**src/rtl/alu_seq_pkg.sv**
```systemverilog
// alu_seq_pkg: shared op encodings, FSM states and the NZVC flag record
// for the handshaked sequential ALU (alu_seq).
// Optional multiply is enabled by defining ALU_SEQ_MUL_EN.
package alu_seq_pkg;

   // Op select, identical to the datapath ALU; 3'b001 is reserved and runs as pass-B.
   typedef enum logic [2:0] {
      OP_PASSB = 3'b000,
      OP_ADD   = 3'b010,
      OP_SUB   = 3'b011,
      OP_AND   = 3'b100,
      OP_OR    = 3'b101,
      OP_XOR   = 3'b110,
      OP_MUL   = 3'b111
   } op_e;

   // Control FSM states; MUL is only reachable when the multiplier is built.
   typedef enum logic [1:0] {
      IDLE = 2'd0,
      MUL  = 2'd1,
      DONE = 2'd2
   } state_e;

   // Architectural condition flags.
   typedef struct packed {
      logic n;
      logic z;
      logic v;
      logic c;
   } flags_t;

endpackage

```
**src/rtl/alu_seq_core.sv**
```systemverilog
// alu_seq_core: combinational WIDTH-bit add/sub/logic unit.
// Subtraction is A + ~B + 1 so the carry outputs follow the ARM-style
// convention (C=1 means no borrow). Carries out of bit WIDTH-1 and
// WIDTH-2 are exported so the caller can form C and V.
module alu_seq_core
   import alu_seq_pkg::*;
#(
   parameter int WIDTH = 64
) (
   input  logic [WIDTH-1:0] i_a,
   input  logic [WIDTH-1:0] i_b,
   input  logic [2:0]       i_op,
   output logic [WIDTH-1:0] o_result,
   output logic             o_carry_msb,
   output logic             o_carry_msb_m1
);

   logic             w_sub;
   logic [WIDTH-1:0] w_b_eff;
   logic [WIDTH-1:0] w_sum;
   logic             w_c_lo;
   logic             w_c_hi;

   assign w_sub   = (i_op == OP_SUB);
   assign w_b_eff = w_sub ? ~i_b : i_b;

   // Split the adder at the top bit so both carries needed for V are visible.
   assign {w_c_lo, w_sum[WIDTH-2:0]} = {1'b0, i_a[WIDTH-2:0]}
                                     + {1'b0, w_b_eff[WIDTH-2:0]}
                                     + {{(WIDTH-1){1'b0}}, w_sub};
   assign {w_c_hi, w_sum[WIDTH-1]}   = {1'b0, i_a[WIDTH-1]}
                                     + {1'b0, w_b_eff[WIDTH-1]}
                                     + {1'b0, w_c_lo};

   assign o_carry_msb    = w_c_hi;
   assign o_carry_msb_m1 = w_c_lo;

   // Result mux; pass, reserved and (here) multiply encodings all fall to B.
   always_comb begin
      o_result = i_b;
      case (i_op)
         OP_ADD,
         OP_SUB:  o_result = w_sum;
         OP_AND:  o_result = i_a & i_b;
         OP_OR:   o_result = i_a | i_b;
         OP_XOR:  o_result = i_a ^ i_b;
         default: o_result = i_b;
      endcase
   end

endmodule

```
**src/rtl/alu_seq.sv**
```systemverilog
// alu_seq: handshaked ALU with a one-entry result register and an NZVC flag
// register written only when the op was issued with set_flags=1.
// Define ALU_SEQ_MUL_EN to build the WIDTH-cycle shift-add multiplier for
// op 111; otherwise op 111 is a single-cycle pass-B.
module alu_seq
   import alu_seq_pkg::*;
#(
   parameter int WIDTH = 64
) (
   input  logic             clk,
   input  logic             reset,
   input  logic             in_valid,
   output logic             in_ready,
   input  logic [WIDTH-1:0] A,
   input  logic [WIDTH-1:0] B,
   input  logic [2:0]       cntrl,
   input  logic             set_flags,
   output logic             out_valid,
   input  logic             out_ready,
   output logic [WIDTH-1:0] result,
   output logic             negative,
   output logic             zero,
   output logic             overflow,
   output logic             carry_out
);

   state_e           r_state;
   logic [WIDTH-1:0] r_result;
   logic             r_out_valid;
   flags_t           r_flags;

   logic             w_accept;
   logic             w_accept_mul;
   logic [WIDTH-1:0] w_core_result;
   logic             w_c_msb;
   logic             w_c_msb_m1;
   flags_t           w_core_flags;

   // A drain and a new accept may share the same edge in DONE.
   assign in_ready = (r_state == IDLE) | ((r_state == DONE) & out_ready);
   assign w_accept = in_valid & in_ready;

   alu_seq_core #(.WIDTH(WIDTH)) u_core (
      .i_a            (A),
      .i_b            (B),
      .i_op           (cntrl),
      .o_result       (w_core_result),
      .o_carry_msb    (w_c_msb),
      .o_carry_msb_m1 (w_c_msb_m1)
   );

   // Flags for single-cycle ops; only add/sub produce carry and overflow.
   always_comb begin
      w_core_flags   = '0;
      w_core_flags.n = w_core_result[WIDTH-1];
      w_core_flags.z = (w_core_result == '0);
      if ((cntrl == OP_ADD) || (cntrl == OP_SUB)) begin
         w_core_flags.c = w_c_msb;
         w_core_flags.v = w_c_msb ^ w_c_msb_m1;
      end
   end

`ifdef ALU_SEQ_MUL_EN
   localparam int CNT_W = $clog2(WIDTH + 1);

   // r_prod starts as {0, multiplier}; each step adds the multiplicand into
   // the upper half when the current LSB is set, then shifts right by one.
   logic [2*WIDTH-1:0] r_prod;
   logic [WIDTH-1:0]   r_mcand;
   logic [CNT_W-1:0]   r_cnt;
   logic               r_set_flags;

   logic [WIDTH:0]     w_upper_sum;
   logic [2*WIDTH-1:0] w_prod_next;
   logic               w_mul_last;
   flags_t             w_mul_flags;

   assign w_accept_mul = w_accept & (cntrl == OP_MUL);
   assign w_upper_sum  = {1'b0, r_prod[2*WIDTH-1:WIDTH]} + {1'b0, r_mcand};
   assign w_prod_next  = r_prod[0] ? {w_upper_sum, r_prod[WIDTH-1:1]}
                                   : {1'b0, r_prod[2*WIDTH-1:1]};
   assign w_mul_last   = (r_cnt == CNT_W'(WIDTH - 1));

   // Multiply flags from the final product: V flags a truncated high half.
   always_comb begin
      w_mul_flags   = '0;
      w_mul_flags.n = w_prod_next[WIDTH-1];
      w_mul_flags.z = (w_prod_next[WIDTH-1:0] == '0);
      w_mul_flags.v = |w_prod_next[2*WIDTH-1:WIDTH];
   end
`else
   assign w_accept_mul = 1'b0;
`endif

   // Control FSM with registered result, valid and flag outputs.
   always_ff @(posedge clk) begin
      if (reset) begin
         r_state     <= IDLE;
         r_result    <= '0;
         r_out_valid <= 1'b0;
         r_flags     <= '0;
`ifdef ALU_SEQ_MUL_EN
         r_prod      <= '0;
         r_mcand     <= '0;
         r_cnt       <= '0;
         r_set_flags <= 1'b0;
`endif
      end else begin
         case (r_state)
            IDLE,
            DONE: begin
               if (w_accept_mul) begin
`ifdef ALU_SEQ_MUL_EN
                  r_state     <= MUL;
                  r_out_valid <= 1'b0;
                  r_prod      <= {{WIDTH{1'b0}}, B};
                  r_mcand     <= A;
                  r_cnt       <= '0;
                  r_set_flags <= set_flags;
`endif
               end else if (w_accept) begin
                  r_state     <= DONE;
                  r_out_valid <= 1'b1;
                  r_result    <= w_core_result;
                  if (set_flags) begin
                     r_flags <= w_core_flags;
                  end
               end else if ((r_state == DONE) && out_ready) begin
                  r_state     <= IDLE;
                  r_out_valid <= 1'b0;
               end
            end
`ifdef ALU_SEQ_MUL_EN
            MUL: begin
               r_prod <= w_prod_next;
               r_cnt  <= r_cnt + 1'b1;
               if (w_mul_last) begin
                  r_state     <= DONE;
                  r_out_valid <= 1'b1;
                  r_result    <= w_prod_next[WIDTH-1:0];
                  if (r_set_flags) begin
                     r_flags <= w_mul_flags;
                  end
               end
            end
`endif
            default: begin
               r_state     <= IDLE;
               r_out_valid <= 1'b0;
            end
         endcase
      end
   end

   assign out_valid = r_out_valid;
   assign result    = r_result;
   assign negative  = r_flags.n;
   assign zero      = r_flags.z;
   assign overflow  = r_flags.v;
   assign carry_out = r_flags.c;

endmodule

```
**config.mk**
```make
export PLATFORM = sky130hd
export DESIGN_NAME = alu_seq
export DESIGN_NICKNAME = d
export VERILOG_FILES = /design/src/rtl/alu_seq_pkg.sv /design/src/rtl/alu_seq_core.sv /design/src/rtl/alu_seq.sv
export SDC_FILE = /design/constraint.sdc
export NUM_CORES = 1
export LEC_CHECK = 0
export ABC_CLOCK_PERIOD_IN_PS = 12800
export CORE_ASPECT_RATIO = 1.5
export CORE_UTILIZATION = 25
export DETAILED_ROUTE_END_ITERATION = 16
export GPL_TIMING_DRIVEN = 0
export PLACE_DENSITY = 0.54
export SYNTH_ARGS = -nofsm -noshare
export SYNTH_HDL_FRONTEND = slang
export SYNTH_SLANG_ARGS = --single-unit
export TNS_END_PERCENT = 50
```
**constraint.sdc**
```tcl
create_clock -name clk -period 12.8 [get_ports clk]
set_clock_uncertainty 0.1 [all_clocks]
set_input_delay 1.28 -clock clk [delete_from_list [all_inputs] [get_ports clk]]
set_output_delay 1.28 -clock clk [all_outputs]
set_load 0.02 [all_outputs]
```
# --- After elaboration in Yosys (flattened, before gate mapping) ---
# Index checks and enable logic that the tools add are counted.
classes:
  add_sub_neg: 4
  eq_ne: 5
  mux: 7
  n_bitwise: 9
  reduce_logical: 10
ops:
  columns: ["cell", "n"]
  rows:
  - ["64-bit case mux with 4 select lines", 1]
  - ["63-bit by 63-bit adder with 64-bit output", 1]
  - ["64-bit by 1-bit adder with 64-bit output", 1]
  - ["64-bit AND", 1]
  - ["64-bit zero test", 1]
  - ["64-bit 2-to-1 mux", 1]
  - ["64-bit inverter", 1]
  - ["64-bit OR", 1]
  - ["64-bit XOR", 1]
  - ["3-bit == test (second input constant)", 3]
  - ["3-bit by 2-bit == test with 1-bit output (second input constant)", 2]
  - ["2-bit 2-to-1 mux", 3]
  - ["2-bit OR reduction", 3]
  - ["3-bit AND reduction", 1]
  - ["1-bit by 1-bit adder with 2-bit output", 1]
  - ["2-bit by 1-bit adder with 2-bit output", 1]
  - ["1-bit AND", 2]
  - ["2-bit zero test", 1]
  - ["1-bit 2-to-1 mux", 2]
  - ["2-bit AND reduction", 1]
  - ["2-bit nonzero test", 1]
  - ["1-bit logical AND", 1]
  - ["1-bit logical OR", 1]
  - ["1-bit inverter", 1]
  - ["other kinds (2)", 2]
word_totals:
  ff_bits: 70
  in_bits: 136
  output_inout_bits: 70
  word_cells: 42

# --- Longest topological paths before layout ---
# Gate-level depths: netlist (run 1).
depth:
  depth_word: 7
  mapped_depth: 34
  depth_no_buf: 25

# --- By module ---
# From an unflattened synthesis (run 1), not the netlist that was laid out.
hier_totals:
  cells_unflattened: 1626
  area_unflattened_um2: 11551.1
modules_own_cells:
  columns: ["mod", "n_inst", "cells_each", "area_each_um2", "seq_area_each_um2"]
  rows:
  - ["alu_seq_core", 1, 1304, 9022.4, 0.0]
  - ["alu_seq", 1, 322, 2528.7, 1381.3]

# --- Least setup slack after synthesis (run 1) ---
# Ideal clock, no wire load.
synth_path:
  kind: "in2reg"
  start: "input cntrl[2]"
  end: "register r_flags (netlist bit zero)"
  setup_time_ns: 0.059
  t_arrival_ns: 9.398
  required_ns: 12.641
  slack_ns: 3.242
  cell_stages: 34
  path_buffers: 9
  cell_sequence: "buf_6 -> buf_2 -> nor2b_1 -> clkbuf_1 -> clkbuf_1 -> clkbuf_1 -> clkbuf_1 -> clkbuf_1 -> nand2_1 -> clkbuf_1 -> xnor2_1 -> ha_1 -> buf_2 -> nand4_1 -> or2_1 -> or4_4 -> a21oi_4 -> nor4_1 -> o31ai_1 -> and4_1 -> a2111oi_4 -> o21ai_0 -> fa_1 -> mux4_2 -> nand4bb_1 -> nor3_1 -> nand4_1 -> or4_1 -> nor4_1 -> nand4_1 -> nor4_2 -> nand4_1 -> or4_1 -> nand2_1"
synth_between:
  elab_chain_len: 7
  elab_cells_between_ends: 13
  cone_classes: "add/sub: 4; eq/ne: 5; mux: 2; reduce/logical: 2"
synth_lines:
  columns: ["element", "line_no", "rtl"]
  rows:
  - ["start, declared", "alu_seq.sv:16", "input logic [2:0] cntrl,"]
  - ["3-bit by 2-bit == test with 1-bit output", "alu_seq_core.sv:24, alu_seq_core.sv:41", null]
  - ["64-bit 2-to-1 mux", "alu_seq_core.sv:25", "assign w_b_eff = w_sub ? ~i_b : i_b;"]
  - ["63-bit by 63-bit adder with 64-bit output", "alu_seq_core.sv:29", "+ {1'b0, w_b_eff[WIDTH-2:0]}"]
  - ["64-bit by 1-bit adder with 64-bit output", "alu_seq_core.sv:30", "+ {{(WIDTH-1){1'b0}}, w_sub};"]
  - ["2-bit by 1-bit adder with 2-bit output", "alu_seq_core.sv:33", "+ {1'b0, w_c_lo};"]
  - ["64-bit case mux with 4 select lines *", "alu_seq_core.sv:41", "case (i_op)"]
  - ["64-bit zero test *", "alu_seq.sv:56", "w_core_flags.z = (w_core_result == '0);"]
  - ["end signal, assigned", "alu_seq.sv:126", "r_flags <= w_core_flags;"]
  - ["end, declared", "alu_seq.sv:30", "flags_t r_flags;"]
# Mark *: on every way between the ends. The rest lies on a longest branch, timed or not.
# A chain may end at the register's enable or synchronous reset.

# --- Final worst setup path (run 1) ---
layout_path:
  start: "input cntrl[1]"
  end: "register r_flags (netlist bit zero)"
# Same word-level chain as after synthesis.

==> reports/results.ini, run 1 <==
[cts]
cts_made_buffers = 9
clk_pin_slew_worst_paths_ps = 70
tritoncts = built
clk_path_buf_depth = 2
cts_sinks = 69
cts_root_buf = clkbuf_16
cts_setup_buffers = 0
cts_max_level = 3
clk-insertion-delay-late_ps = 350

[setup_path]
criticalPathCategory = in2reg
rr_worst_depth = 12
cp-end-kind = flip-flop
reg2reg_to = zero
timing.rr.start = r_state[1]
cp.required_ps = 12990
rrSetupSlack_ps = 9180
cpPeakStageDelay_ps = 670
cpMaxStageDelayCell = nor4_2
worstPathArrival_ps = 12470
cp_max_fo = 19
setup.worst_path.start_class = primary input

[synthesis]
yosys.cell_types.count = 86
yosysSeqAreaShare_pct = 11.30
synthArstFlopShare_pct = 0
synth_top_family_by_area = compound AO/OA/AOI/OAI gates
yosys.area_share.simple_pct = 18.64
synth_xor_area_share_pct = 7.095
synth.area.mux_share_pct = 9.522
syn_inst = 1645
post-synth-top-area-cell = ha_1
synth.top_cell.area_share_pct = 19.45
synth-adder-area-share_pct = 19.78
synth_compound_area_share_pct = 24.18
yosysWarnings = 0
netlist_area_um2 = 12220
synth.ff_latch_count = 69
synth_edf_count = 0
synth_nets = 1973
synth.area.top_cells = ha_1 19%, dfxtp_1 11%, mux4_2 7.6%
ys.flop_type = dfxtp_1
syn_avg_cell_area_um2 = 7.429

[placement]
placed_area_um2 = 15070
dpl.cell_count = 2498
post-dp-hpwl_um = 48330
place_congestion = 0.9364
port_buffers = 203

[global_routing]
grt_antenna_before_repair = 1
busiest_layer = met2
grt_pass1_vias = 13192
grt_usage_pct = 23.08
grt_max_degree = 20
met3_usage_pct = 2.439
met2_usage_pct = 43.48
grt-ovfl-total = 0
grt_pass1_wl_um = 84840
grt_util_met1_pct = 24.63

[detailed_routing]
firstDrtPassIters = 5
drt-initial-drc-count = 861
wire_per_inst_um = 23.10
drt_wl_total_um = 58040
vias = 13129
drc_errors = 0
antenna_left = 0
viasPerCell = 5.227

[final_layout]
fillers = 5214
most-common-layout-cells = 203 x clkdlybuf4s50_1, 190 x ha_1, 180 x inv_1, 164 x nand2_1, 151 x nor2_1
fin_area_um2 = 15410
final_nets = 2184
drive_above_1_share_pct = 7.254
finalNonFillerCells = 2512
final_common_cell = clkdlybuf4s50_1
area_growth_pct = 26.07

[status]
status = finished, final reports clean

[floorplan]
rows = 98
die_h_um = 272.8
start_util_pct = 25.49
design.die.area_um2 = 49790
ios = 206
core_um2 = 47940
die_w_um = 182.5

[sta]
maxSlewHeadroom_pct = 15.82
period_share_pct = 95.95
tightestPinTransition_ps = 1263
finalCriticalPeriod_ps = 12280
rsz0062_at_grt = no
fmax_mhz = 81.42
hold_slack_ps = 358.1
finalSetupViolCount = 0
hold_viol_final = 0
drv_slew = 0

[power]
power.internal_uw = 690.7
p_switching_uw = 573.8
pwr-share-seq_pct = 19.9
cellPowerDensity_nw_per_um2 = 82.07
switching_share_pct = 45.38
vdd.ir_drop.worst_uv = 65.55
p_comb_share_pct = 57.3
p_leak_nw = 6.466
pwr-share-clk_pct = 22.8

[worst_hold_path]
hold_class = reg2reg
hp-start = result[59]
whs_endpoint = result[59]
hold_depth = 2

[flow_run]
max-cap-violations = 0

worst max path at each step:
stage | from | to | slack [ps] | depth (start not counted)
floorplan | cntrl[2] | zero | 3240 | 34
global placement | cntrl[1] | zero | -2650 | 34
detailed placement | cntrl[1] | zero | -2710 | 34
CTS | cntrl[1] | zero | 90 | 33
global route | cntrl[1] | zero | 160 | 32
finish | cntrl[1] | zero | 520 | 31
registers in the layout, summed over array words and instances (netlist names):
register and count:
result 64, carry_out 1, negative 1, overflow 1, r_state 1, zero 1
synthesized netlist by cell type (all sizes together) (10+ instances only):
cell type  number
nor3           40
o21bai         10
o21a           19
xor2           15
mux4           41
nand2         165
clkbuf         60
o211ai         14
a21o           20
buf            43
nand2b         11
xnor2          84
a211oi         32
a21oi         139
nand4          43
nand3          16
inv           180
ha            190
a22oi          25
dfxtp          69
mux2i          15
o21ai         105
nor2          151
power by group through the flow:
stage	registers, mW	clock network (mW)	logic, mW
floorplan	0.270	0	0.415
global placement	0.256	0	0.712
detailed placement	0.256	0	0.718
CTS	0.251	0.289	0.723
global route	0.252	0.297	0.786
finish	0.251	0.289	0.724
layout make-up:
| cell class | count | area (um2) | share of cell area (%) |
|---|---|---|---|
| multi-input combinational | 1292 | 9693 | 62.92 |
| timing repair buffer | 203 | 2032 | 13.19 |
| sequential | 69 | 1381 | 8.966 |
| tap | 650 | 813.3 | 5.279 |
| inverter | 181 | 679.4 | 4.410 |
| buffer | 100 | 474.2 | 3.078 |
| clock buffer | 9 | 225.2 | 1.462 |
| clock inverter | 7 | 105.1 | 0.6822 |
| antenna | 1 | 2.502 | 0.01624 |
per-stage QoR:
step           util (%)  power [mW]  setup TNS (ps)  setup WS, ps
2_1_floorplan         -      0.6854               0          3242
3_3_place_gp      31.42      0.9681           -2813         -2654
3_5_place_dp      31.42      0.9737           -3092         -2707
4_1_cts           32.14       1.263               0         92.84
5_1_grt           32.13       1.336               0         164.5
6_report          32.13       1.264               0         518.6
layer usage:
layer,vias up,part of all wire [%],wire [um]
li1,6264,-,-
met4,0,6.5,3790
met5,-,0,0
met2,427,52,30160
met1,6308,38,22040
met3,130,3.5,2052
cell families (layout without fill, tap and decap cells):
logic type | after synthesis | in the layout
AND/OR/NAND/NOR | 488 | 488
AO/OA/AOI/OAI | 449 | 449
buffers and inverters | 284 | 500
adder cells (fa/ha/maj) | 192 | 192
XOR/XNOR | 99 | 99
flip-flops | 69 | 69
multiplexers | 64 | 64
other | 0 | 1
critical path: cells and delay by family:
family                     cells  cell delay [ps]
adders and majority gates      2              910
buffers and inverters          6             2720
AOI/OAI and AO/OA              7             2130
muxes                          1              520
xor gates and xnor gates       1              230
and+or+nand+nor               14             4630
what timing repair did:
item	in CTS	in global routing
resized for setup	8	0
gates cloned	0	0
setup endpoints to repair	1	1
hold buffers	0	0
(Power assumes the default switching activity.)
==> run 2: changes to the inputs <==
--- a/config.mk
+++ b/config.mk
@@ -7,6 +7,7 @@
 export LEC_CHECK = 0
 export ABC_CLOCK_PERIOD_IN_PS = 12800
 export CORE_ASPECT_RATIO = 1.5
+export CORE_MARGIN = 3
 export CORE_UTILIZATION = 25
 export DETAILED_ROUTE_END_ITERATION = 16
 export GPL_TIMING_DRIVEN = 0
==> reports/results.ini, run 2 (synthesized netlist as in run 1, its figures left out) <==
[setup_path]
worstPathArrival_ps = 12510  ; +40 ps
cp_max_fo = 19  ; unchanged
criticalPathCategory = in2reg
crit_buf_inv = 9  ; +3
cp.required_ps = 12990  ; about the same
setup.worst_path.start_class = primary input
cp-end-kind = flip-flop
timing.rr.start = r_state[1]
path_delay_family = simple AND/OR/NAND/NOR gates
cpMaxStageDelayCell = buf_2
cp-startpoint = cntrl[0]
cpPeakStageDelay_ps = 630  ; -40 ps

[sta]
fin_setup_tns_ps = 0  ; unchanged
hold_viol_final = 0  ; unchanged
hold_slack_ps = 359.4  ; +1.322 ps
finalSetupViolCount = 0  ; unchanged
tightestPinTransition_ps = 1136  ; -127.0 ps
fmax_mhz = 81.19  ; -0.29%
drv_slew = 0  ; unchanged
maxSlewHeadroom_pct = 23.48  ; +7.7 points
period_share_pct = 96.22  ; +0.28 points
rsz0062_at_grt = no
finalCriticalPeriod_ps = 12320  ; +35.32 ps

[power]
switching_share_pct = 46.79  ; +1.4 points
vdd.ir_drop.worst_uv = 63.16  ; -3.7%
pwr-share-clk_pct = 20.5  ; -2.3 points
cellPowerDensity_nw_per_um2 = 79.74  ; -2.8%
power_mw = 1.225  ; -3.1%
p_switching_uw = 573.2  ; about the same
power.internal_uw = 651.9  ; -5.6%
p_comb_share_pct = 59.0  ; +1.7 points
p_leak_nw = 6.447  ; -0.30%
pwr-share-seq_pct = 20.5  ; +0.6 points

[cts]
cts_max_level = 3  ; unchanged
holdBufCountCts = 0  ; unchanged
clk_path_buf_depth = 2  ; unchanged
cts_setup_buffers = 0  ; unchanged
clk-insertion-delay-late_ps = 350  ; about the same
cts_made_buffers = 9  ; unchanged
cts_sinks = 69  ; unchanged
tritoncts = built
cts_root_buf = clkbuf_16
clk_pin_slew_worst_paths_ps = 70  ; about the same

[placement]
place_congestion = 0.9568  ; +2.2%
post-dp-hpwl_um = 48580  ; +0.50%
port_buffers = 203  ; unchanged
placed_area_um2 = 15070  ; unchanged

[final_layout]
area_growth_pct = 25.72
fin_area_um2 = 15360  ; -0.28%
largest_reg_flops = 64  ; unchanged
final_nets = 2184  ; unchanged
fillers = 5127  ; -1.7%
most-common-layout-cells = 203 x clkdlybuf4s50_1, 190 x ha_1, 180 x inv_1, 164 x nand2_1, 151 x nor2_1
final_util_pct = 32.05  ; -0.089 points
final_common_cell = clkdlybuf4s50_1
drive_above_1_share_pct = 7.254  ; unchanged

[floorplan]
core_um2 = 47940  ; unchanged
start_util_pct = 25.49  ; unchanged
die_h_um = 276.8  ; +1.5%
rows = 98  ; unchanged
ios = 206  ; unchanged
design.die.area_um2 = 51630  ; +3.7%
die_w_um = 186.5  ; +2.2%

[global_routing]
grt_pass1_vias = 13106  ; -0.65%
grt_pass1_wl_um = 84480  ; -0.43%
grt_antenna_before_repair = 1  ; unchanged
grt_usage_pct = 21.63  ; -1.5 points
grt-ovfl-total = 0  ; unchanged
grt_max_degree = 20  ; unchanged

[detailed_routing]
wire_per_inst_um = 23.19  ; +0.37%
vias = 13081  ; -0.37%
drt_wl_total_um = 58260  ; +0.37%
drc_errors = 0  ; unchanged
drt-initial-drc-count = 1028  ; +19%
firstDrtPassIters = 5  ; unchanged
viasPerCell = 5.207  ; -0.37%
antenna_left = 0  ; unchanged

[flow_run]
max-cap-violations = 0  ; unchanged

[status]
status = finished, final reports clean

[worst_hold_path]
hp-start = result[61]
hold_class = reg2reg

==> run 2: cell count changes in the layout (fill, tap and decap cells not counted) <==
cell / before / now
buf_2: 25 / 26
bufinv_16: 2 / 0
clkbuf_2: 3 / 2
clkinv_4: 0 / 1
inv_6: 3 / 4
==> run 2: stage by stage <==
stage          setup WS [ps]  std cells
2_1_floorplan           3242       1645
3_3_place_gp           -2382       2498
3_5_place_dp           -2408       2498
4_1_cts                40.47       2512
5_1_grt                76.63       2512
6_report               483.3       2512
==> run 2: power groups by stage <==
stage / sequential (mW) / combinational (mW) / clock [mW]
floorplan: 0.270 / 0.415 / 0
global placement: 0.255 / 0.711 / 0
detailed placement: 0.255 / 0.717 / 0
CTS: 0.251 / 0.721 / 0.251
global route: 0.252 / 0.783 / 0.260
finish: 0.251 / 0.723 / 0.251
==> run 2: tightest hold or removal path: cells and delay by family, from the launching register on <==
| kind | cells | cell delay, ps |
|---|---|---|
| AOI/OAI and AO/OA | 1 | 50 |
| DFF | 1 | 310 |
| and+or+nand+nor | 1 | 50 |
==> run 2: layout make-up <==
cell class	instances	area (um2)	area share, %
inverter	181	679.4	4.422
clock buffer	9	225.2	1.466
antenna	1	2.502	0.01629
buffer	100	474.2	3.087
sequential	69	1381	8.991
timing repair buffer	203	2032	13.23
multi-input combinational	1292	9693	63.09
tap	650	813.3	5.294
clock inverter	7	62.56	0.4072
==> run 2: timing repair <==
| item | CTS | global route |
|---|---|---|
| endpoints found under the setup margin | 1 | 1 |
| resized for setup | 7 | 2 |
| gates cloned | 0 | 0 |
==> run 2: final timing paths <==
check	end	slack, ps	cells after the start
hold / removal	result[61]	360	2
setup / recovery	zero	480	33
setup reg to reg	zero	9130	12
hold reg to reg	result[61]	360	2
==> run 2: metal layers <==
metal  global-route usage (%)  up-vias  share of wire, %
li1                         -     6285                 -
met2                    42.05      415                53
met5                        0        -                 0
met4                    9.990        0               5.4
met3                    2.013      117               3.5
met1                    23.36     6264                38
